===== config.mk =====
export PLATFORM = sky130hd
export DESIGN_NAME = mtimer
export DESIGN_NICKNAME = d
export VERILOG_FILES = /design/src/rtl/mtimer.sv
export SDC_FILE = /design/constraint.sdc
export NUM_CORES = 1
export LEC_CHECK = 0
export CAP_MARGIN = 0
export CELL_PAD_IN_SITES_DETAIL_PLACEMENT = 0
export CELL_PAD_IN_SITES_GLOBAL_PLACEMENT = 1
export CORE_ASPECT_RATIO = 1.25
export CORE_MARGIN = 4
export CORE_UTILIZATION = 41
export CTS_CLUSTER_SIZE = 24
export DETAILED_ROUTE_END_ITERATION = 7
export GPL_ROUTABILITY_DRIVEN = 0
export PLACE_DENSITY = 0.85
export SKIP_CTS_REPAIR_TIMING = 1
export SYNTH_ARGS = -nofsm -noshare
export SYNTH_HDL_FRONTEND = slang
export SYNTH_SLANG_ARGS = --single-unit

===== constraint.sdc =====
create_clock -name clk -period 2.3 [get_ports clk]
set_input_delay 0.345 -clock clk [delete_from_list [all_inputs] [get_ports clk]]
set_output_delay 0.345 -clock clk [all_outputs]
set_load 0.02 [all_outputs]

===== src/rtl/mtimer.sv =====
// Memory-mapped 64-bit machine timer with prescaler, compare register and
// level interrupt. mtime_hi reads come from a shadow latched on mtime_lo reads.
module mtimer #(
  parameter logic [15:0] PRESCALE_RST = 16'd0
) (
  input  logic        clk,
  input  logic        reset,
  input  logic        sel,
  input  logic        we,
  input  logic [4:0]  addr,
  input  logic [31:0] wdata,
  output logic [31:0] rdata,
  output logic        rvalid,
  output logic        intr_timer
);

  localparam logic [2:0] IDX_MTIME_LO = 3'd0;
  localparam logic [2:0] IDX_MTIME_HI = 3'd1;
  localparam logic [2:0] IDX_CMP_LO   = 3'd2;
  localparam logic [2:0] IDX_CMP_HI   = 3'd3;
  localparam logic [2:0] IDX_CTRL     = 3'd4;
  localparam logic [2:0] IDX_PRESCALE = 3'd5;

  logic [63:0] mtime_q, mtime_d;
  logic [63:0] mtimecmp_q, mtimecmp_d;
  logic [15:0] prescale_q, prescale_d;
  logic [15:0] pcnt_q, pcnt_d;
  logic [31:0] hi_shadow_q, hi_shadow_d;
  logic        en_q, en_d;
  logic [31:0] rdata_q, rdata_d;
  logic        rvalid_q, rvalid_d;
  logic        intr_q, intr_d;

  logic [2:0]  idx_s;
  logic        wr_s;
  logic        rd_s;
  logic        unused_addr_s;

  assign idx_s         = addr[4:2];
  assign wr_s          = sel & we;
  assign rd_s          = sel & ~we;
  assign unused_addr_s = ^addr[1:0];

  // Next-state: prescaled increment first, bus writes override it afterwards.
  always_comb begin
    mtime_d     = mtime_q;
    mtimecmp_d  = mtimecmp_q;
    prescale_d  = prescale_q;
    pcnt_d      = pcnt_q;
    hi_shadow_d = hi_shadow_q;
    en_d        = en_q;
    rdata_d     = rdata_q;
    rvalid_d    = 1'b0;
    intr_d      = (mtime_q >= mtimecmp_q);

    if (en_q) begin
      if (pcnt_q == prescale_q) begin
        pcnt_d  = 16'd0;
        mtime_d = mtime_q + 64'd1;
      end else begin
        pcnt_d  = pcnt_q + 16'd1;
      end
    end else begin
      pcnt_d = pcnt_q;
    end

    if (wr_s) begin
      case (idx_s)
        IDX_MTIME_LO: begin
          mtime_d = {mtime_q[63:32], wdata};
          pcnt_d  = 16'd0;
        end
        IDX_MTIME_HI: begin
          mtime_d = {wdata, mtime_q[31:0]};
          pcnt_d  = 16'd0;
        end
        IDX_CMP_LO:   mtimecmp_d = {mtimecmp_q[63:32], wdata};
        IDX_CMP_HI:   mtimecmp_d = {wdata, mtimecmp_q[31:0]};
        IDX_CTRL:     en_d = wdata[0];
        IDX_PRESCALE: begin
          prescale_d = wdata[15:0];
          pcnt_d     = 16'd0;
        end
        default: ;
      endcase
    end else begin
      en_d = en_q;
    end

    // Reading the low half snapshots the high half for a coherent 64-bit read.
    if (rd_s) begin
      rvalid_d = 1'b1;
      case (idx_s)
        IDX_MTIME_LO: begin
          rdata_d     = mtime_q[31:0];
          hi_shadow_d = mtime_q[63:32];
        end
        IDX_MTIME_HI: rdata_d = hi_shadow_q;
        IDX_CMP_LO:   rdata_d = mtimecmp_q[31:0];
        IDX_CMP_HI:   rdata_d = mtimecmp_q[63:32];
        IDX_CTRL:     rdata_d = {31'd0, en_q};
        IDX_PRESCALE: rdata_d = {16'd0, prescale_q};
        default:      rdata_d = 32'd0;
      endcase
    end else begin
      rdata_d = rdata_q;
    end
  end

  // State register with synchronous reset.
  always_ff @(posedge clk) begin
    if (reset) begin
      mtime_q     <= 64'd0;
      mtimecmp_q  <= 64'hFFFF_FFFF_FFFF_FFFF;
      prescale_q  <= PRESCALE_RST;
      pcnt_q      <= 16'd0;
      hi_shadow_q <= 32'd0;
      en_q        <= 1'b0;
      rdata_q     <= 32'd0;
      rvalid_q    <= 1'b0;
      intr_q      <= 1'b0;
    end else begin
      mtime_q     <= mtime_d;
      mtimecmp_q  <= mtimecmp_d;
      prescale_q  <= prescale_d;
      pcnt_q      <= pcnt_d;
      hi_shadow_q <= hi_shadow_d;
      en_q        <= en_d;
      rdata_q     <= rdata_d;
      rvalid_q    <= rvalid_d;
      intr_q      <= intr_d;
    end
  end

  assign rdata      = rdata_q;
  assign rvalid     = rvalid_q;
  assign intr_timer = intr_q;

endmodule

Word-level counts from Yosys, hierarchy flattened
Index checks and enable logic that the tools add are counted.
- logic and storage cells: 45
- output and inout port bits: 34
- register bits: 227
- input bits: 41
- equality and inequality tests: 8
- reduce and logical (&&, ||, !) cells: 7
- $lt $le $gt $ge: 1
- muxes and demuxes: 11
- bitwise gates (word level): 5
- $add $sub $neg: 2
- operators by type and width (operator ; count):
    $pmux 64 s2 ; 2
    $mux 64 ; 3
    $pmux 32 s6 ; 1
    $add 64x1->64 const B ; 1
    $ge 64x64->1 ; 1
    $mux 16 ; 4
    $add 16x1->16 const B ; 1
    $eq 16x16->1 ; 1
    $eq 3x2->1 const B ; 2
    $eq 3x3->1 const B ; 2
    $reduce_and 2->1 ; 3
    $reduce_and 3->1 ; 2
    $ne 2x2->1 const B ; 2
    $eq 3x1->1 const B ; 1
    $logic_not 3->1 ; 1
    $not 1->1 ; 3
    $reduce_or 3->1 ; 1
    $and 1x1->1 ; 2
    $mux 1 ; 1

Longest topological paths before layout
- word-level depth: 5
- mapped depth: 10

Worst setup path before layout
Ideal clock, no wire load.
- path kind: register to register
- from: reg pcnt_q[5]
- to: reg mtime_q[30]
- period minus slack after synthesis: 2.387 ns
- cell stages (with the launch flop): 9
- setup slack: -0.087 ns
- arrival: 2.252 ns
- data required time: 2.165 ns
- cells stage by stage: dfxtp_1 -> xnor2_1 -> nand4_1 -> or4_4 -> or4_4 -> buf_6 -> nor3_2 -> o21bai_1 -> a211oi_2
- word-level cells in the longest chain between the ends: 5
- ends and longest elaborated chain (what ; RTL line ; source):
    start: declaration ; 27 ; logic [15:0] pcnt_q, pcnt_d;
    start signal: assignment ; 126 ; pcnt_q <= pcnt_d;
    $eq 16x16->1 * ; 57 ; if (pcnt_q == prescale_q) begin
    $mux 64 * ; 57 ;
    $mux 64 * ; 56 ; if (en_q) begin
    $pmux 64 s2 ; 68 ; case (idx_s)
    $mux 64 * ; 67 ; if (wr_s) begin
    end signal: assignment ; 123 ; mtime_q <= mtime_d;
    end: declaration ; 24 ; logic [63:0] mtime_q, mtime_d;
Mark *: on every way between the ends. The rest lies on a longest branch, timed or not.
A chain may end at the register's enable or synchronous reset.

Final worst setup path
- from: reg prescale_q[15]
- to: reg mtime_q[19]
- word-level cells in the longest chain between the ends: 5
- ends and longest elaborated chain (what ; RTL line ; source):
    start: declaration ; 26 ; logic [15:0] prescale_q, prescale_d;
    start signal: assignment ; 125 ; prescale_q <= prescale_d;
    $eq 16x16->1 * ; 57 ;
    $mux 64 * ; 57 ;
    $mux 64 * ; 56 ;
    $pmux 64 s2 ; 68 ;
    $mux 64 * ; 67 ;
Marks and branches as above.

==> impl_metrics.toml <==
[outcome]
outcome = "complete, but fails checks"
failed_checks = "setup timing"

[synth]
synth_common_cells = "nand2_1 (250), dfxtp_1 (227), a21oi_1 (151)"
yosys.cell_types.count = 70
synth_seq_cells = 227
synth_top_area_frac = 0.362
synth-main-ff-cell = "dfxtp_1"
synth.most_common_cell = "nand2_1"
synth_area_leader_cell = "dfxtp_1"
synth_edf_count = 0
seq_area_frac_synth = 0.362
yosys_warnings = 0
async_reset_ff_frac = 0
syn_area_per_cell_um2 = 7.88
netlist_area_mm2 = 0.0125
synth_fp_nets = 1699
synthCells = 1592
yosys-top-cells-area = "dfxtp_1 (36%), nand2_1 (7.5%), ha_1 (6.6%)"

[power_and_ir_drop]
leakagePower_nw = 7.07
p_int_w = 0.00668
p_clk_frac = 0.447
power_switching_w = 0.00224
seqPwrFrac = 0.453
power.share.switching = 0.251
p_comb_frac = 0.099
ir_worst_vdd_mv = 0.617
p_per_area_mw_per_mm2 = 523

[sta]
setup_violations = 49
layout_min_cycle_time_ns = 2.64
slew_headroom = 0.485
final-max-slew-violation-count = 0
fin_worst_skew_ns = 0.0105
hold_viol = 0
tns_ns = -6.27
rsz0062_at_grt = "yes"
max_freq_ghz = 0.379
whs_ns = 0.306
fin_ws_ns = -0.337
tightest_slew_ns = 0.769
timing.final.crit_share = 1.15

[detailed_routing]
wl_met2_um = 22100
drc = 0
dr.pass1.iters = 5
top_layer = "met4"
drt_iter0_markers = 1195
wl_per_cell_um = 20.2
wl_met1_um = 18300
vias = 13259
viasPerCell = 5.88
route.met3.wl_um = 3090
ant_nets = 0
wl_um = 45500

[worst_setup_path]
start_kind = "flip-flop"
slowest_delay_ns = 0.61
setup.worst_path.class = "reg2reg"
crit_arrival_ns = 3.09
cp_slowest_cell = "or4_4"
crit_path_frequent_cell = "buf_4"
ff2ff_path_depth = 11
cp.buffers_inverters = 4
worstPathRequired_ns = 2.76
crit_cells = 11
cp-end-kind = "flip-flop"
crit_family = "simple AND/OR/NAND/NOR gates"
critPathMaxFanout = 5
crit_chain = "xnor2_2 > buf_4 > nand4_1 > or4_4 > buf_6 > nor4_4 > buf_4 > buf_8 > nand2_4 > o41ai_2 > o2bb2ai_1"

[cells_and_area]
design_area_mm2 = 0.0170
nFillCells = 2686
fin_nets = 1946
multi_input_area_mm2 = 0.00787
ff_latch_area_mm2 = 0.00456
drive_gt1_frac = 0.236
diodes = 0
area_growth_pct = 35.9

[die]
start_util = 0.417
num_rows = 71
fp.coreArea_mm2 = 0.0301
die_w_um = 164
die-area_mm2 = 0.0335
die_h_um = 204
top_level_ports = 75

[grt]
grt_use_total = 0.255
antenna_found_initial = 0
grt_pass1_wl_um = 68800
grt_max_degree = 86
grt_overflow = 0
grt_pass1_vias = 12566

[cts]
cts_tree = "yes"
clk_latency_ns = 0.53
cts_root_buf = "clkbuf_16"
clk_pin_slew_ns = 0.06
ctsHtreeMaxLevel = 1
cts_sinks = 227
cts_buffers = 25
cts.path.max_buffers = 3

[placed_design]
place_area_mm2 = 0.0153
preCtsSetupSlack_ns = -0.411
dp_hpwl_um = 32400
portBuffers = 72

[job]
max_cap_violations = 0

[hold_path]
hp-class = "in2reg"
worstHoldPathCells = 2
cell usage in the layout, fill, tap and decap left out, types with 17 or more instances in the layout:
| cell | n |
|---|---|
| nand3_1 | 36 |
| buf_12 | 18 |
| clkbuf_16 | 26 |
| clkdlybuf4s50_1 | 71 |
| a22oi_1 | 48 |
| nor2_1 | 108 |
| mux2i_1 | 24 |
| nor3_1 | 25 |
| o211ai_1 | 67 |
| nand4_1 | 33 |
| a211oi_1 | 17 |
| inv_1 | 73 |
| and3_1 | 22 |
| dfxtp_1 | 211 |
| ha_1 | 66 |
| a21oi_1 | 146 |
| o21ai_0 | 42 |
| buf_4 | 231 |
| nand2_1 | 248 |
worst reg2reg max path: stages, from the launching register on:
cell and delay (ns):
dfxtp_2 0.33, xnor2_2 0.15, buf_4 0.15, nand4_1 0.12, or4_4 0.61, buf_6 0.16
nor4_4 0.17, buf_4 0.20, buf_8 0.16, nand2_4 0.07, o41ai_2 0.29, o2bb2ai_1 0.15
sequential cells by signal, indices dropped and copies added (netlist names):
name and flops:
rdata 32, intr_timer 1, rvalid 1, en_q 1
mtimecmp_q 64, mtime_q 64, hi_shadow_q 32, pcnt_q 16
prescale_q 16
through the flow:
stage / power, W / utilization / cells
2_1_floorplan: 0.00453 / - / 1592
3_3_place_gp: 0.00495 / 0.509 / 2190
3_5_place_dp: 0.00496 / 0.509 / 2190
4_1_cts: 0.00892 / 0.535 / 2233
5_1_grt: 0.00920 / 0.566 / 2256
6_report: 0.00892 / 0.566 / 2256
final cells by class:
| class | instances | share of cell area |
|---|---|---|
| multi-input combinational | 1174 | 0.462 |
| sequential | 227 | 0.268 |
| timing repair buffer | 337 | 0.177 |
| clock buffer | 34 | 0.0428 |
| tap | 401 | 0.0294 |
| inverter | 74 | 0.0163 |
| clock inverter | 9 | 0.00441 |
power by group through the flow:
stage	Sequential [W]	Combinational (W)	Clock, W
finish	0.00404	0.000886	0.00399
global route	0.00405	0.000945	0.00420
CTS	0.00404	0.000840	0.00404
detailed placement	0.00413	0.000836	0
global placement	0.00412	0.000825	0
floorplan	0.00415	0.000385	0
cells by family (layout without fill, tap and decap cells):
| logic type | Yosys count | after routing | share of synthesized area |
|---|---|---|---|
| compound gates | 454 | 454 | 0.239 |
| xor+xnor | 33 | 33 | 0.0236 |
| fa+ha+maj | 66 | 66 | 0.0658 |
| buf+inv | 192 | 454 | 0.0641 |
| flops | 227 | 227 | 0.362 |
| mux | 26 | 26 | 0.0218 |
| simple gates | 594 | 595 | 0.223 |
worst paths after layout:
check / endpoint / start / slack (ns)
max: mtime_q[19] / prescale_q[15] / -0.34
min: hi_shadow_q[8] / reset / 0.31
max reg2reg: mtime_q[19] / prescale_q[15] / -0.34
min reg2reg: hi_shadow_q[8] / hi_shadow_q[8] / 0.45
layer usage:
layer,global-route usage,vias up
met5,0,-
met3,0.0281,133
met4,0.0889,0
met2,0.440,589
met1,0.330,6244
li1,-,6293
No activity file was read; power rests on OpenSTA's default activity.
